## config.mk

```make
export PLATFORM = sky130hd
export DESIGN_NAME = sram_like_bridge_wb
export DESIGN_NICKNAME = d
export VERILOG_FILES = /design/src/rtl/sram_like_bridge_wb.sv
export SDC_FILE = /design/constraint.sdc
export NUM_CORES = 1
export LEC_CHECK = 0
export CAP_MARGIN = 20
export CELL_PAD_IN_SITES_DETAIL_PLACEMENT = 0
export CELL_PAD_IN_SITES_GLOBAL_PLACEMENT = 2
export CORE_MARGIN = 4
export CORE_UTILIZATION = 29
export CTS_CLUSTER_SIZE = 8
export DETAILED_ROUTE_END_ITERATION = 8
export HOLD_SLACK_MARGIN = 0.15
export PLACE_DENSITY_LB_ADDON = 0.1
export SETUP_SLACK_MARGIN = 0.05
export SYNTH_ARGS = -nofsm -noshare
export SYNTH_HDL_FRONTEND = slang
export SYNTH_SLANG_ARGS = --single-unit
```

## constraint.sdc

```tcl
create_clock -name clk -period 4.55 [get_ports clk]
set_input_delay 0.455 -clock clk [delete_from_list [all_inputs] [get_ports clk]]
set_output_delay 0.455 -clock clk [all_outputs]
set_load 0.03 [all_outputs]
```

## src/rtl/sram_like_bridge_wb.sv

```systemverilog
// ---------------------------------------------------------------------------
// sram_like_bridge_wb
//
// Bridges the core's single-cycle SRAM-style port onto an SRAM-like bus
// (req / addr_ok / data_ok). Completed accesses are held across global
// pipeline stalls. Stores go through a posted write buffer of WBUF_DEPTH
// entries; WBUF_DEPTH = 0 gives blocking writes (instruction-port use).
// Bus size and low address bits are derived from the byte enables.
//
// Parameters
//   ADDR_W      address width
//   WBUF_DEPTH  posted write buffer entries (0 = blocking writes)
//
// Ports
//   clk, resetn        clock, asynchronous active-low reset
//   sram_en            core access request, held while stall is high
//   sram_wen[3:0]      byte enables, 0 = read
//   sram_addr          core byte address
//   sram_wdata         store data, byte-lane aligned
//   sram_rdata         load data, valid in the cycle stall falls for a read
//   stall              access not yet accepted
//   longest_stall      global pipeline stall (pipeline advances when 0)
//   wbuf_empty         no buffered write and no write on the bus
//   req, wr, size,
//   addr, wdata        SRAM-like request fields
//   addr_ok, data_ok,
//   rdata              SRAM-like responses
// ---------------------------------------------------------------------------
module sram_like_bridge_wb #(
  parameter int ADDR_W     = 32,
  parameter int WBUF_DEPTH = 2
) (
  input  logic              clk,
  input  logic              resetn,
  input  logic              sram_en,
  input  logic [3:0]        sram_wen,
  input  logic [ADDR_W-1:0] sram_addr,
  input  logic [31:0]       sram_wdata,
  output logic [31:0]       sram_rdata,
  output logic              stall,
  input  logic              longest_stall,
  output logic              wbuf_empty,
  output logic              req,
  output logic              wr,
  output logic [1:0]        size,
  output logic [ADDR_W-1:0] addr,
  output logic [31:0]       wdata,
  input  logic              addr_ok,
  input  logic              data_ok,
  input  logic [31:0]       rdata
);

  localparam int CNT_W = (WBUF_DEPTH > 0) ? $clog2(WBUF_DEPTH + 1) : 1;
  localparam logic [CNT_W-1:0] DEPTH_C = CNT_W'(WBUF_DEPTH);
  localparam bit BLOCKING = (WBUF_DEPTH == 0);

  localparam logic [2:0] S_IDLE   = 3'd0;
  localparam logic [2:0] S_W_ADDR = 3'd1;
  localparam logic [2:0] S_W_DATA = 3'd2;
  localparam logic [2:0] S_R_ADDR = 3'd3;
  localparam logic [2:0] S_R_DATA = 3'd4;

  logic [2:0]        state, state_nxt;
  logic [CNT_W-1:0]  count;
  logic              done;
  logic [31:0]       rdata_q;

  logic [1:0]        enc_size;
  logic [1:0]        enc_lo;
  logic [ADDR_W-1:0] enc_addr;

  logic              pending_write, pending_read;
  logic              enq, pop;
  logic              rd_done, wr_done, accept_now;

  logic [ADDR_W-1:0] head_addr;
  logic [1:0]        head_size;
  logic [31:0]       head_wdata;

  // Byte enables -> bus size and low address bits. A read (wen = 0) falls
  // into the default arm, which is exactly the word-aligned read encoding.
  // NOTE: every output of a combinational block gets a default first so no
  // path through the block can infer a latch.
  always_comb begin
    enc_size = 2'd2;
    enc_lo   = 2'b00;
    case (sram_wen)
      4'b0001: begin enc_size = 2'd0; enc_lo = 2'b00; end
      4'b0010: begin enc_size = 2'd0; enc_lo = 2'b01; end
      4'b0100: begin enc_size = 2'd0; enc_lo = 2'b10; end
      4'b1000: begin enc_size = 2'd0; enc_lo = 2'b11; end
      4'b0011: begin enc_size = 2'd1; enc_lo = 2'b00; end
      4'b1100: begin enc_size = 2'd1; enc_lo = 2'b10; end
      default: begin enc_size = 2'd2; enc_lo = 2'b00; end
    endcase
  end

  assign enc_addr = {sram_addr[ADDR_W-1:2], enc_lo};

  // A repeated sram_en after completion (done) is the same access held by a
  // stalled pipeline and must not be reissued.
  assign pending_write = sram_en & (|sram_wen) & ~done;
  assign pending_read  = sram_en & ~(|sram_wen) & ~done;

  assign rd_done = (state == S_R_DATA) & data_ok;
  assign wr_done = (state == S_W_DATA) & data_ok;

  generate
    if (WBUF_DEPTH > 0) begin : g_wbuf
      localparam int PTR_W = (WBUF_DEPTH > 1) ? $clog2(WBUF_DEPTH) : 1;
      localparam logic [PTR_W-1:0] LAST = PTR_W'(WBUF_DEPTH - 1);

      logic [ADDR_W-1:0] mem_addr  [WBUF_DEPTH];
      logic [1:0]        mem_size  [WBUF_DEPTH];
      logic [31:0]       mem_wdata [WBUF_DEPTH];
      logic [PTR_W-1:0]  wr_ptr, rd_ptr;

      assign pop = wr_done;
      // A full buffer still takes the store in the cycle the head retires.
      assign enq = pending_write & ((count < DEPTH_C) | pop);

      // NOTE: the entry storage has no reset; count alone says which
      // entries are live, so clearing the data would buy nothing.
      always_ff @(posedge clk) begin
        if (enq) begin
          mem_addr[wr_ptr]  <= enc_addr;
          mem_size[wr_ptr]  <= enc_size;
          mem_wdata[wr_ptr] <= sram_wdata;
        end
      end

      always_ff @(posedge clk or negedge resetn) begin
        if (!resetn) begin
          wr_ptr <= '0;
          rd_ptr <= '0;
        end else begin
          if (enq) wr_ptr <= (wr_ptr == LAST) ? '0 : wr_ptr + PTR_W'(1);
          if (pop) rd_ptr <= (rd_ptr == LAST) ? '0 : rd_ptr + PTR_W'(1);
        end
      end

      assign head_addr  = mem_addr[rd_ptr];
      assign head_size  = mem_size[rd_ptr];
      assign head_wdata = mem_wdata[rd_ptr];
    end else begin : g_nobuf
      // Blocking mode: the held core operands are the write to issue.
      assign pop        = 1'b0;
      assign enq        = 1'b0;
      assign head_addr  = enc_addr;
      assign head_size  = enc_size;
      assign head_wdata = sram_wdata;
    end
  endgenerate

  assign accept_now = enq | rd_done | (BLOCKING & wr_done);

  // Issue FSM. Writes take priority, and a read only starts from IDLE with
  // the buffer empty, so reads never overtake buffered stores.
  always_comb begin
    state_nxt = state;
    case (state)
      S_IDLE: begin
        if ((count != '0) | enq)          state_nxt = S_W_ADDR;
        else if (pending_read)            state_nxt = S_R_ADDR;
        else if (BLOCKING & pending_write) state_nxt = S_W_ADDR;
      end
      S_W_ADDR: if (addr_ok) state_nxt = S_W_DATA;
      S_W_DATA: if (data_ok) state_nxt = S_IDLE;
      S_R_ADDR: if (addr_ok) state_nxt = S_R_DATA;
      S_R_DATA: if (data_ok) state_nxt = S_IDLE;
      default:               state_nxt = S_IDLE;
    endcase
  end

  // NOTE: all state registers use non-blocking assignments so every flop
  // samples the pre-edge values regardless of block ordering.
  always_ff @(posedge clk or negedge resetn) begin
    if (!resetn) begin
      state   <= S_IDLE;
      count   <= '0;
      done    <= 1'b0;
      rdata_q <= '0;
    end else begin
      state <= state_nxt;
      if (enq & ~pop)      count <= count + CNT_W'(1);
      else if (pop & ~enq) count <= count - CNT_W'(1);
      if (rd_done) rdata_q <= rdata;
      // done remembers an access that completed while the pipeline was
      // frozen; it lives only until the pipeline moves again.
      if (!longest_stall)  done <= 1'b0;
      else if (accept_now) done <= 1'b1;
    end
  end

  // Request fields come straight from state so they are stable from req
  // assertion until addr_ok and drop in the cycle after it.
  always_comb begin
    req   = 1'b0;
    wr    = 1'b0;
    size  = 2'd0;
    addr  = '0;
    wdata = '0;
    case (state)
      S_W_ADDR: begin
        req   = 1'b1;
        wr    = 1'b1;
        size  = head_size;
        addr  = head_addr;
        wdata = head_wdata;
      end
      S_R_ADDR: begin
        req  = 1'b1;
        size = 2'd2;
        addr = enc_addr;
      end
      default: ;
    endcase
  end

  // Gating with resetn keeps stall low while the bridge is held in reset,
  // even if the core still presents an access.
  assign stall      = resetn & sram_en & ~done & ~accept_now;
  assign sram_rdata = rd_done ? rdata : rdata_q;
  assign wbuf_empty = (count == '0) & (state != S_W_ADDR) & (state != S_W_DATA);

endmodule
```

==> impl_metrics.yaml <==
status:
  outcome: "finished, final reports clean"
clock_network:
  cts_root_buf: "clkbuf_16"
  cts_setup_buffers: 0
  cts_max_path_buffers: 2
  numClockSinks: 172
  clk_pin_slew_ns: 0.07
  cts_inserted_buffers: 17
  cts_tree: "done"
  clkLatencyLatePin_ns: 0.43
  cts_max_level: 4
critical_path:
  cp-endpoint: "wdata[24]"
  reg2reg_depth: 4
  r2r-end: "g_wbuf.mem_wdata[1][19]"
  start_kind: "flip-flop"
  r2r_start: "state[1]"
  rrSetupSlack_ns: 1.73
  endpoint_kind: "primary output"
  crit_fanout: 34
  crit_type: "flip-flop to primary output"
  crit_chain: "nand2b_2 -> nand2b_1 -> buf_4 -> nor2_1 -> clkdlybuf4s50_1"
  startpoint: "state[2]"
  slowest_stage: "clkdlybuf4s50_1"
  cp.arrival_ns: 2.99
  crit_required_ns: 4.09
  max_stage_delay_ns: 0.69
sta:
  finClkSkew_ns: 0.0129
  hold_viol: 0
  period_minus_slack_ns: 3.44
  fmaxAchievable_mhz: 290
  setup_viol: 0
  rsz0062_at_grt: "no"
  worst_slew_pin_slew_ns: 1.06
  slew_violations: 0
  slew_headroom_pct: 29.1
  holdWs_ns: 0.485
  period_share_pct: 75.7
  setup_tns_ns: 0
grt:
  grt_max_degree: 67
  antenna_found_initial: 0
  grt_pass1_wl_um: 26100
  grt_pass1_vias: 4717
  grt_use_total_pct: 12.7
  gr-total-overflow: 0
final_layout:
  fillers: 2165
  area_delta_synth_final_pct: 42.2
  final_area_mm2: 0.00996
  nNetsFinal: 771
  drive_gt1_share_pct: 13.3
  num_antenna_cells: 0
floorplanning:
  dieArea_mm2: 0.0267
  pin_count: 208
  die_y_um: 163
  die-width_um: 163
  std_cell_rows: 56
  initial_core_util_pct: 29.7
  coreArea_mm2: 0.0236
placed_design:
  post_dp_cell_area_mm2: 0.00937
  place_congestion: 0.714
  portBuffers: 205
  hpwl_um: 10600
synth:
  ys_ff_latch: 172
  synth_cells: 459
  post_synth.cell_area_avg_um2: 15.3
  syn_nets: 566
  yosys_warnings: 0
  synth_cell_types: 35
  ys_seq_area_share_pct: 70.9
  syn_area_mm2: 0.00700
min_path:
  hold_path.class: "flip-flop to flip-flop"
power:
  ir_worst_vdd_v: 0.000330
  p_leak_nw: 3.66
  p_per_area_mw_per_mm2: 693
  total_power_mw: 6.90
drt:
  drt_iter0_drc: 212
  drc: 0
  wl_per_cell_um: 16.9
  ant_nets: 0
  totalWireLength_um: 16800
  via_count: 4373
  dr.pass1.iters: 5
  vias_per_cell: 4.39
job:
  cap_violations: 0
[area by class of cell]
cell class              instances  area [um2]  area share (%)
clock buffers                  21         473            4.75
clock inverters                11         101            1.02
inverters                       4        15.0           0.151
multi-input cells             255        1880            18.9
flip-flops and latches        172        4970            49.9
well taps                     319         399            4.01
repair buffers                214        2120            21.3
[worst min path at each step]
stage | from | to | slack [ns] | cells after the start
global route | rdata_q[22] | rdata_q[22] | 0.51 | 1
detailed placement | rdata_q[27] | rdata_q[27] | 0.47 | 1
floorplan | resetn | count[0] | 0.16 | 0
finish | rdata_q[27] | rdata_q[27] | 0.48 | 1
CTS | rdata_q[27] | rdata_q[27] | 0.49 | 1
global placement | rdata_q[22] | rdata_q[22] | 0.47 | 1
[cell usage after synthesis]
| cell type | count | area, um2 |
|---|---|---|
| and2_1 | 1 | 6.26 |
| xor2_1 | 3 | 26.3 |
| nor2_1 | 56 | 210 |
| nand4bb_1 | 1 | 11.3 |
| o32ai_1 | 1 | 8.76 |
| a2111oi_4 | 1 | 27.5 |
| inv_1 | 3 | 11.3 |
| buf_6 | 4 | 45.0 |
| clkbuf_1 | 11 | 41.3 |
| buf_2 | 12 | 60.1 |
| and3_1 | 2 | 12.5 |
| mux2_1 | 5 | 56.3 |
| buf_4 | 1 | 7.51 |
| o31a_1 | 1 | 8.76 |
| nor3_1 | 4 | 20.0 |
| o21a_1 | 1 | 7.51 |
| mux2i_1 | 52 | 521 |
| a21oi_1 | 17 | 85.1 |
| a31o_2 | 1 | 8.76 |
| clkinv_1 | 1 | 3.75 |
| a31oi_1 | 1 | 6.26 |
| mux2_2 | 42 | 473 |
| nor2b_1 | 2 | 12.5 |
| o31ai_1 | 1 | 7.51 |
| edfxtp_1 | 132 | 3960 |
| a211oi_1 | 17 | 128 |
| nand2_1 | 34 | 128 |
| dfrtp_1 | 40 | 1000 |
| o22ai_1 | 1 | 6.26 |
| o211a_1 | 2 | 20.0 |
| ha_1 | 1 | 12.5 |
| nand2b_1 | 2 | 12.5 |
| xnor2_1 | 4 | 35.0 |
| nor4_2 | 1 | 12.5 |
| or2b_1 | 1 | 7.51 |
[through the flow]
step / std cells / util (%) / setup slack [ns]
finish: 996 / 42.2 / 1.11
CTS: 996 / 42.2 / 0.984
detailed placement: 963 / 39.7 / 1.28
global placement: 963 / 39.7 / 1.29
floorplan: 459 / - / 1.13
global route: 996 / 42.2 / 0.859
[power by group]
part           internal [mW]  switching (mW)
sequential              2.11           0.245
clock                  0.769           0.647
combinational           1.33            1.81
[registers in the layout (all words and copies together) (netlist names)]
signal            count
rdata_q              32
g_wbuf.mem_size       4
g_wbuf.mem_addr      64
g_wbuf.mem_wdata     64
g_wbuf.rd_ptr         1
g_wbuf.wr_ptr         1
count                 2
done                  1
state                 3
[placed cells by master, fill, tap and decap left out, drive strengths merged, types with 2 or more instances in the layout]
master and instances:
clkdlybuf4s50 204, edfxtp 132, nor2 56, mux2i 52
mux2 47, dfrtp 40, nand2 34, clkbuf 21
a21oi 17, a211oi 17, inv 10, buf 9
clkinv 5, nor3 4, xnor2 4, xor2 3
and3 2, o211a 2, nand2b 2, nor2b 2
[worst max-delay path, delay by kind of cell, from the launching register on]
kind,cells,cell delay (ns)
buffers and inverters,2,0.98
AND/OR/NAND/NOR,3,1.12
flip-flops,1,0.45
[per-layer routing]
metal	wire [um]	global-route usage (%)
met5	0	0
met4	195	3.66
met3	1240	4.79
met2	7930	20.6
met1	7440	15.8
[cell families (layout without fill, tap and decap cells)]
logic type,Yosys count,after routing,synth area share (%)
flip-flops,172,172,70.9
AO/OA/AOI/OAI,44,44,4.48
adder cells (fa/ha/maj),1,1,0.179
AND/OR/NAND/NOR,104,104,6.18
multiplexers,99,99,15.0
XOR/XNOR,7,7,0.875
buffers and inverters,32,250,2.41
[what timing repair did]
item | 4_1_cts | 5_1_grt
hold endpoints to repair | 40 | 0
gates resized for setup | 0 | 0
hold buffers | 1 | 0
Power figures use the tool's default switching activity.
